**src/rtl/updown_pkg.sv**
```systemverilog
// Shared types for the up/down step sequencer: FSM state encoding and
// direction constants used by the sequencer, the counter and the bench.
package updown_pkg;

    typedef enum logic [1:0] {
        ST_IDLE = 2'd0,
        ST_RUN  = 2'd1,
        ST_DONE = 2'd2
    } state_t;

    localparam logic DIR_UP   = 1'b1;
    localparam logic DIR_DOWN = 1'b0;

endpackage

```
**src/rtl/updown_sequencer_if.sv**
```systemverilog
// Command handshake bundle: the controller (master) offers a direction and a
// step budget; the sequencer (slave) answers with ready while idle.
interface updown_sequencer_if #(
    parameter int STEP_W = 4
);
    logic              cmd_valid;
    logic              cmd_ready;
    logic              cmd_dir;
    logic [STEP_W-1:0] cmd_steps;

    modport master (output cmd_valid, cmd_dir, cmd_steps, input cmd_ready);
    modport slave  (input cmd_valid, cmd_dir, cmd_steps, output cmd_ready);
endinterface

```
**src/rtl/step_counter.sv**
```systemverilog
// WIDTH-bit up/down register; one step per enabled clock, wrapping modulo
// 2^WIDTH in both directions.
module step_counter
    import updown_pkg::*;
#(
    parameter int WIDTH = 2
) (
    input  logic             clock,
    input  logic             reset_n,
    input  logic             en,
    input  logic             dir,
    output logic [WIDTH-1:0] count
);

    logic [WIDTH-1:0] count_q;
    logic [WIDTH-1:0] count_d;

    always_comb begin
        count_d = count_q;
        if (en) begin
            count_d = (dir == DIR_UP) ? count_q + 1'b1 : count_q - 1'b1;
        end
    end

    always_ff @(posedge clock or negedge reset_n) begin
        if (!reset_n) begin
            count_q <= '0;
        end else begin
            count_q <= count_d;
        end
    end

    assign count = count_q;

endmodule

```
**src/rtl/updown_sequencer.sv**
```systemverilog
// Accepts "count N steps up/down" commands and walks the step counter one
// step per clock, with hold/abort control and a one-cycle done pulse.
module updown_sequencer
    import updown_pkg::*;
#(
    parameter int WIDTH  = 2,
    parameter int STEP_W = 4
) (
    input  logic                clock,
    input  logic                reset_n,
    updown_sequencer_if.slave   cmd,
    input  logic                hold,
    input  logic                abort,
    output logic [WIDTH-1:0]    count,
    output logic                busy,
    output logic                done
);

    state_t            state_q, state_d;
    logic [STEP_W-1:0] remaining_q, remaining_d;
    logic              dir_q, dir_d;
    logic              step_en;

    always_comb begin
        state_d     = state_q;
        remaining_d = remaining_q;
        dir_d       = dir_q;
        step_en     = 1'b0;
        case (state_q)
            ST_IDLE: begin
                if (cmd.cmd_valid) begin
                    dir_d       = cmd.cmd_dir;
                    remaining_d = cmd.cmd_steps;
                    state_d     = (cmd.cmd_steps != '0) ? ST_RUN : ST_DONE;
                end
            end
            ST_RUN: begin
                // abort outranks hold, which outranks stepping
                if (abort) begin
                    remaining_d = '0;
                    state_d     = ST_IDLE;
                end else if (!hold) begin
                    step_en     = 1'b1;
                    remaining_d = remaining_q - 1'b1;
                    if (remaining_q == STEP_W'(1)) begin
                        state_d = ST_DONE;
                    end
                end
            end
            ST_DONE: state_d = ST_IDLE;
            default: state_d = ST_IDLE;
        endcase
    end

    always_ff @(posedge clock or negedge reset_n) begin
        if (!reset_n) begin
            state_q     <= ST_IDLE;
            remaining_q <= '0;
            dir_q       <= DIR_UP;
        end else begin
            state_q     <= state_d;
            remaining_q <= remaining_d;
            dir_q       <= dir_d;
        end
    end

    step_counter #(.WIDTH(WIDTH)) u_step_counter (
        .clock   (clock),
        .reset_n (reset_n),
        .en      (step_en),
        .dir     (dir_q),
        .count   (count)
    );

    // all status outputs decode registered state only
    assign cmd.cmd_ready = (state_q == ST_IDLE);
    assign busy          = (state_q == ST_RUN);
    assign done          = (state_q == ST_DONE);

endmodule

```
**src/flat_wrapper.sv**
```systemverilog
// flat-port wrapper written by rule: the top's interface ports become plain ports
module updown_sequencer_flat import updown_pkg::*;
#(
    parameter int WIDTH  = 2,
    parameter int STEP_W = 4
)
  (clock, reset_n, hold, abort, count, busy, done, cmd_cmd_valid, cmd_cmd_dir, cmd_cmd_steps, cmd_cmd_ready);
  updown_sequencer_if #(.STEP_W(STEP_W)) cmd_i ();
  input  logic clock;
  input  logic reset_n;
  input  logic hold;
  input  logic abort;
  output logic [WIDTH-1:0] count;
  output logic busy;
  output logic done;
  input wire logic [$bits(cmd_i.cmd_valid)-1:0] cmd_cmd_valid;
  input wire logic [$bits(cmd_i.cmd_dir)-1:0] cmd_cmd_dir;
  input wire logic [$bits(cmd_i.cmd_steps)-1:0] cmd_cmd_steps;
  output wire logic [$bits(cmd_i.cmd_ready)-1:0] cmd_cmd_ready;
  assign cmd_i.cmd_valid = cmd_cmd_valid;
  assign cmd_i.cmd_dir = cmd_cmd_dir;
  assign cmd_i.cmd_steps = cmd_cmd_steps;
  assign cmd_cmd_ready = cmd_i.cmd_ready;
  updown_sequencer #(.WIDTH(WIDTH), .STEP_W(STEP_W)) u_core (.clock(clock), .reset_n(reset_n), .cmd(cmd_i), .hold(hold), .abort(abort), .count(count), .busy(busy), .done(done));
endmodule
```
**config.mk**
```make
export PLATFORM = sky130hd
export DESIGN_NAME = updown_sequencer_flat
export DESIGN_NICKNAME = d
export VERILOG_FILES = /design/src/rtl/updown_pkg.sv /design/src/rtl/updown_sequencer_if.sv /design/src/rtl/step_counter.sv /design/src/rtl/updown_sequencer.sv /design/src/flat_wrapper.sv
export SDC_FILE = /design/constraint.sdc
export NUM_CORES = 1
export LEC_CHECK = 0
export CAP_MARGIN = 20
export CORE_ASPECT_RATIO = 0.8
export CORE_MARGIN = 2
export CORE_UTILIZATION = 25
export DETAILED_ROUTE_END_ITERATION = 8
export SLEW_MARGIN = 20
export SYNTH_ARGS = -nofsm -noshare
export SYNTH_HDL_FRONTEND = slang
export SYNTH_HIERARCHICAL = 1
export SYNTH_SLANG_ARGS = --single-unit
```
**constraint.sdc**
```tcl
create_clock -name clock -period 1.3 [get_ports clock]
set_input_delay 0.195 -clock clock [delete_from_list [all_inputs] [get_ports clock]]
set_output_delay 0.195 -clock clock [all_outputs]
set_load 0.01 [all_outputs]
```
Word-level counts from Yosys, hierarchy flattened
Cells that the tools add are included.
- bits in registers: 9
- input port bits: 10
- word-level logic and storage cells: 33
- add/subtract/negate cells: 3
- eq/ne operators: 6
- multiplexer cells: 14
- reductions and logical operators: 6
- operators with widths (kind ; number):
    2-bit 2-to-1 mux ; 6
    4-bit 2-to-1 mux ; 3
    4-bit one-hot mux with 2 select lines ; 1
    3-bit AND reduction ; 2
    4-bit by 1-bit equality test with 1-bit output (second input constant) ; 1
    2-bit one-hot mux with 2 select lines ; 1
    4-bit nonzero test ; 1
    4-bit by 1-bit subtractor with 4-bit output (second input constant) ; 1
    1-bit 2-to-1 mux ; 3
    3-bit by 2-bit inequality test with 1-bit output (second input constant) ; 1
    3-bit inequality test (second input constant) ; 1
    2-bit by 1-bit adder with 2-bit output (second input constant) ; 1
    2-bit by 1-bit equality test with 1-bit output (second input constant) ; 1
    2-bit equality test (second input constant) ; 1
    2-bit logical NOT ; 1
    2-bit inequality test (second input constant) ; 1
    2-bit AND reduction ; 1
    2-bit nonzero test ; 1
    2-bit by 1-bit subtractor with 2-bit output (second input constant) ; 1

Longest topological paths before layout
- word-level depth: 5
- gate-level depth with buffers: 5
- gate-level depth less buffers: 5

Hierarchy
Netlist, hierarchy kept.
- modules (own cells, without submodules) (module ; times used ; cells an instance ; area each (um^2) ; sequential area each (um^2)):
    updown_sequencer ; 1 ; 51 ; 478.0 ; 176.4
    step_counter ; 1 ; 6 ; 80.1 ; 50.0

Worst setup path after synthesis
OpenSTA, ideal clock, no wires.
- path type: register to register
- start: reg u_core.state_q[1]
- end: reg u_core.remaining_q[3]
- library setup time: 0.082 ns
- arrival time: 1.267 ns
- slack: -0.049 ns
- stages on the path, launching flop included: 4
- period minus slack after synthesis: 1.349 ns
- cell sequence: dfrtp_1 > or3b_4 > o32a_1 > o22ai_1
- cells in the longest elaborated chain, start to end: 3
- elaborated cells between the ends (all ways): 7
- ends and longest elaborated chain (element ; line ; text):
    start, declared ; updown_sequencer.sv:19 ; state_t state_q, state_d;
    start signal, assigned ; updown_sequencer.sv:61 ; state_q <= state_d;
    2-bit by 1-bit equality test with 1-bit output / 2-bit logical NOT (equally long branches) ; updown_sequencer.sv:29 ; case (state_q)
    3-bit inequality test (no line), or another cell as far along ; -- ;
    3-bit AND reduction (no line) ; -- ;
    end signal, assigned ; updown_sequencer.sv:62 ; remaining_q <= remaining_d;
    end, declared ; updown_sequencer.sv:20 ; logic [STEP_W-1:0] remaining_q, remaining_d;
Parallel ways exist; a longest one is shown, timed or not.
A chain may end at the register's enable or synchronous reset.

Final worst setup path
- start: reg u_core.state_q[1]
- end: reg u_core.remaining_q[0]
Same word-level chain as after synthesis.

==> flow_metrics.tcl <==
set metrics [dict create \
    ant_nets 0 \
    powerDensity_nw_per_um2 1700 \
    tritoncts "yes" \
    synth_compound_area_share_pct 14.1 \
    yosys_warnings 6 \
    fin_crit_sh_pct 111 \
    routed_via_density 4.66 \
    die_area_um2 2630 \
    die_h_um 46.3 \
    finalNetCount 108 \
    syn_inst 57 \
    clkPwrFrac_pct 12.5 \
    async_reset_ff_share_pct 100 \
    internal-power_uw 1060 \
    dp_hpwl_mm 1.08 \
    status "finished with violations" \
    slew_headroom_pct 72.9 \
    power_uw 1620 \
    max-cap-violations 0 \
    netlist_area_um2 558 \
    ys.flop_type "dfrtp_1" \
    setup.worst_path.start_class "register" \
    finalWeightedCongestion 0.849 \
    synth_top_area_share_pct 35.9 \
    cts_hold_buf 0 \
    synth_top_area_cell "dfrtp_1" \
    ys_seq_elements 9 \
    coreArea_um2 2140 \
    hold_path_class "primary input to asynchronous set/reset pin" \
    vias 559 \
    cts_sinks 9 \
    design_area_um2 955 \
    grtUsageTotal_pct 12.6 \
    required_ps 1490 \
    numCtsBuffers 3 \
    place_ws_ps -349 \
    placed_area_um2 863 \
    final_common_cell "buf_4" \
    hold_viol 0 \
    start_util_pct 26.1 \
    setup_viol_count_final 7 \
    clk_latency_ps 250 \
    rsz0062_at_grt "true" \
    synthAdderAreaFrac_pct 4.48 \
    p_seq_share_pct 31.5 \
    antenna_found_initial 0 \
    vdd_drop_max_mv 1.02 \
    wirelength_mm 1.48 \
    violations "setup timing" \
    drtPass1Iterations 4 \
    row_count 15 \
    p_sw_uw 561 \
    layout-drive-gt1-share_pct 42.1 \
    grt_pass1_vias 526 \
    cp_data_arrival_time_ps 1640 \
    root_buffer "clkbuf_4" \
    syn_nets 69 \
    synth-xor-area-share_pct 4.71 \
    drv_slew 0 \
    cellLeakagePower_uw 0.000448 \
    synthSimpleGateAreaFrac_pct 25.3 \
    fin_worst_skew_ps 0.506 \
    synth.distinct_cells 30 \
    fin_ws_ps -147 \
    route.detailed.drc 0 \
    clock_path_buffers 2 \
    grt_pass1_wl_mm 2.47 \
    htreeDepth 1 \
    synth_top_family_by_area "simple AND/OR/NAND/NOR gates" \
    clkSlewWorstSetupHoldPaths_ps 60 \
    syn2layout_area_growth_pct 71.1 \
    end_kind "register" \
    die_w_um 56.8 \
    drtIter0Drc 25 \
    io_pins 15 \
    cp_max_fo 7 \
    grt_max_degree 10 \
    port_buffers 14 \
    combPwrFrac_pct 55.9 \
    p_sw_share_pct 34.6 \
    grt-ovfl-total 0 \
    synth-edff-count 0 \
    period_needed_ps 1450 \
    yosysSeqAreaShare_pct 40.6 \
    final_util_pct 44.6 \
    wl_per_cell_um 12.4 \
    syn_area_per_cell_um2 9.79 \
    synth.mux.area_fraction_pct 5.83 \
    worst_pin_slew_ps 405 \
    crit_type "register to register" \
    max_freq_mhz 691 \
    num_antenna_cells 0 \
    layout_common_cells "buf_4, clkdlybuf4s50_1, inv_1, dfrtp_1" \
    synthTopCellsByArea "dfrtp_1, dfstp_2, ha_1" \
]
## cells by family (layout without fill, tap and decap cells)
kind of cell,Yosys count,count (layout)
and+or+nand+nor,22,22
muxes,3,3
AOI/OAI and AO/OA,11,11
adders and majority gates,2,2
xor gates and xnor gates,3,3
DFF,9,9
buffers and inverters,7,45
## cell usage after synthesis (2+ instances only)
master,instances
nand2_1,2
dfrtp_1,8
o22ai_1,2
o21ai_0,3
nor4_1,2
nor2b_1,2
ha_1,2
nor2_1,4
xnor2_1,2
and2b_1,2
nand2b_1,3
inv_1,6
mux2_2,2
## layout make-up
type                    instances  area [µm²]
clock buffers                   4        26.3
fillers                       216        1180
repair buffers                 35         290
well taps                      25        31.3
inverters                       6        22.5
flip-flops and latches          9         229
multi-input cells              41         355
## through the flow
stage,setup TNS (ps),hold WS [ps],instances
after floorplan,-30.2,-101,57
after global placement,-2170,464,112
after detailed placement,-2440,464,112
after CTS,-802,245,120
after global routing,-1190,239,120
final,-728,242,120
## flip-flops by register name, indices dropped and copies added (netlist names)
register                     cells
u_core/remaining_q               4
u_core/state_q                   2
u_core/u_step_counter/count      2
u_core/dir_q                     1
## metal layers
metal	up-vias	part of all wire [%]	GRT usage, %
met5	-	0	0
met4	0	0.94	5.58
met3	2	5.2	2.81
met2	17	44	19.8
met1	260	50	17.0
li1	280	-	-
## path summary, 6_finish.rpt
check                                                 end  depth (start not counted)  slack (ps)                            from
max reg2reg                         u_core/remaining_q[0]                          5        -150               u_core/state_q[1]
max                                 u_core/remaining_q[0]                          5        -150               u_core/state_q[1]
min in group clock         u_core/u_step_counter/count[1]                          1         470  u_core/u_step_counter/count[1]
max in group asynchronous                    u_core/dir_q                          1         740                         reset_n
min reg2reg                u_core/u_step_counter/count[1]                          1         470  u_core/u_step_counter/count[1]
min                        u_core/u_step_counter/count[0]                          1         240                         reset_n
## power groups by stage
stage	registers, µW	clock network, µW	logic [µW]
after floorplan	507	0	405
after global placement	511	0	797
after detailed placement	520	0	800
after CTS	500	213	873
after global routing	523	242	991
final	511	203	907
## critical path, cell delays in order (launching register included)
cell and delay [ps]:
dfrtp_2 410, buf_6 130, or3b_4 420, buf_4 150, o22ai_2 100, mux2_4 170
## timing repair
| item | CTS | global route |
|---|---|---|
| pin swaps | 1 | 4 |
| gates resized for setup | 22 | 4 |
| buffers inserted | 4 | 0 |
| gates cloned | 0 | 0 |
| endpoints found under the hold margin | 0 | 0 |
| endpoints found under the setup margin | 12 | 9 |
Power figures use the tool's default switching activity.
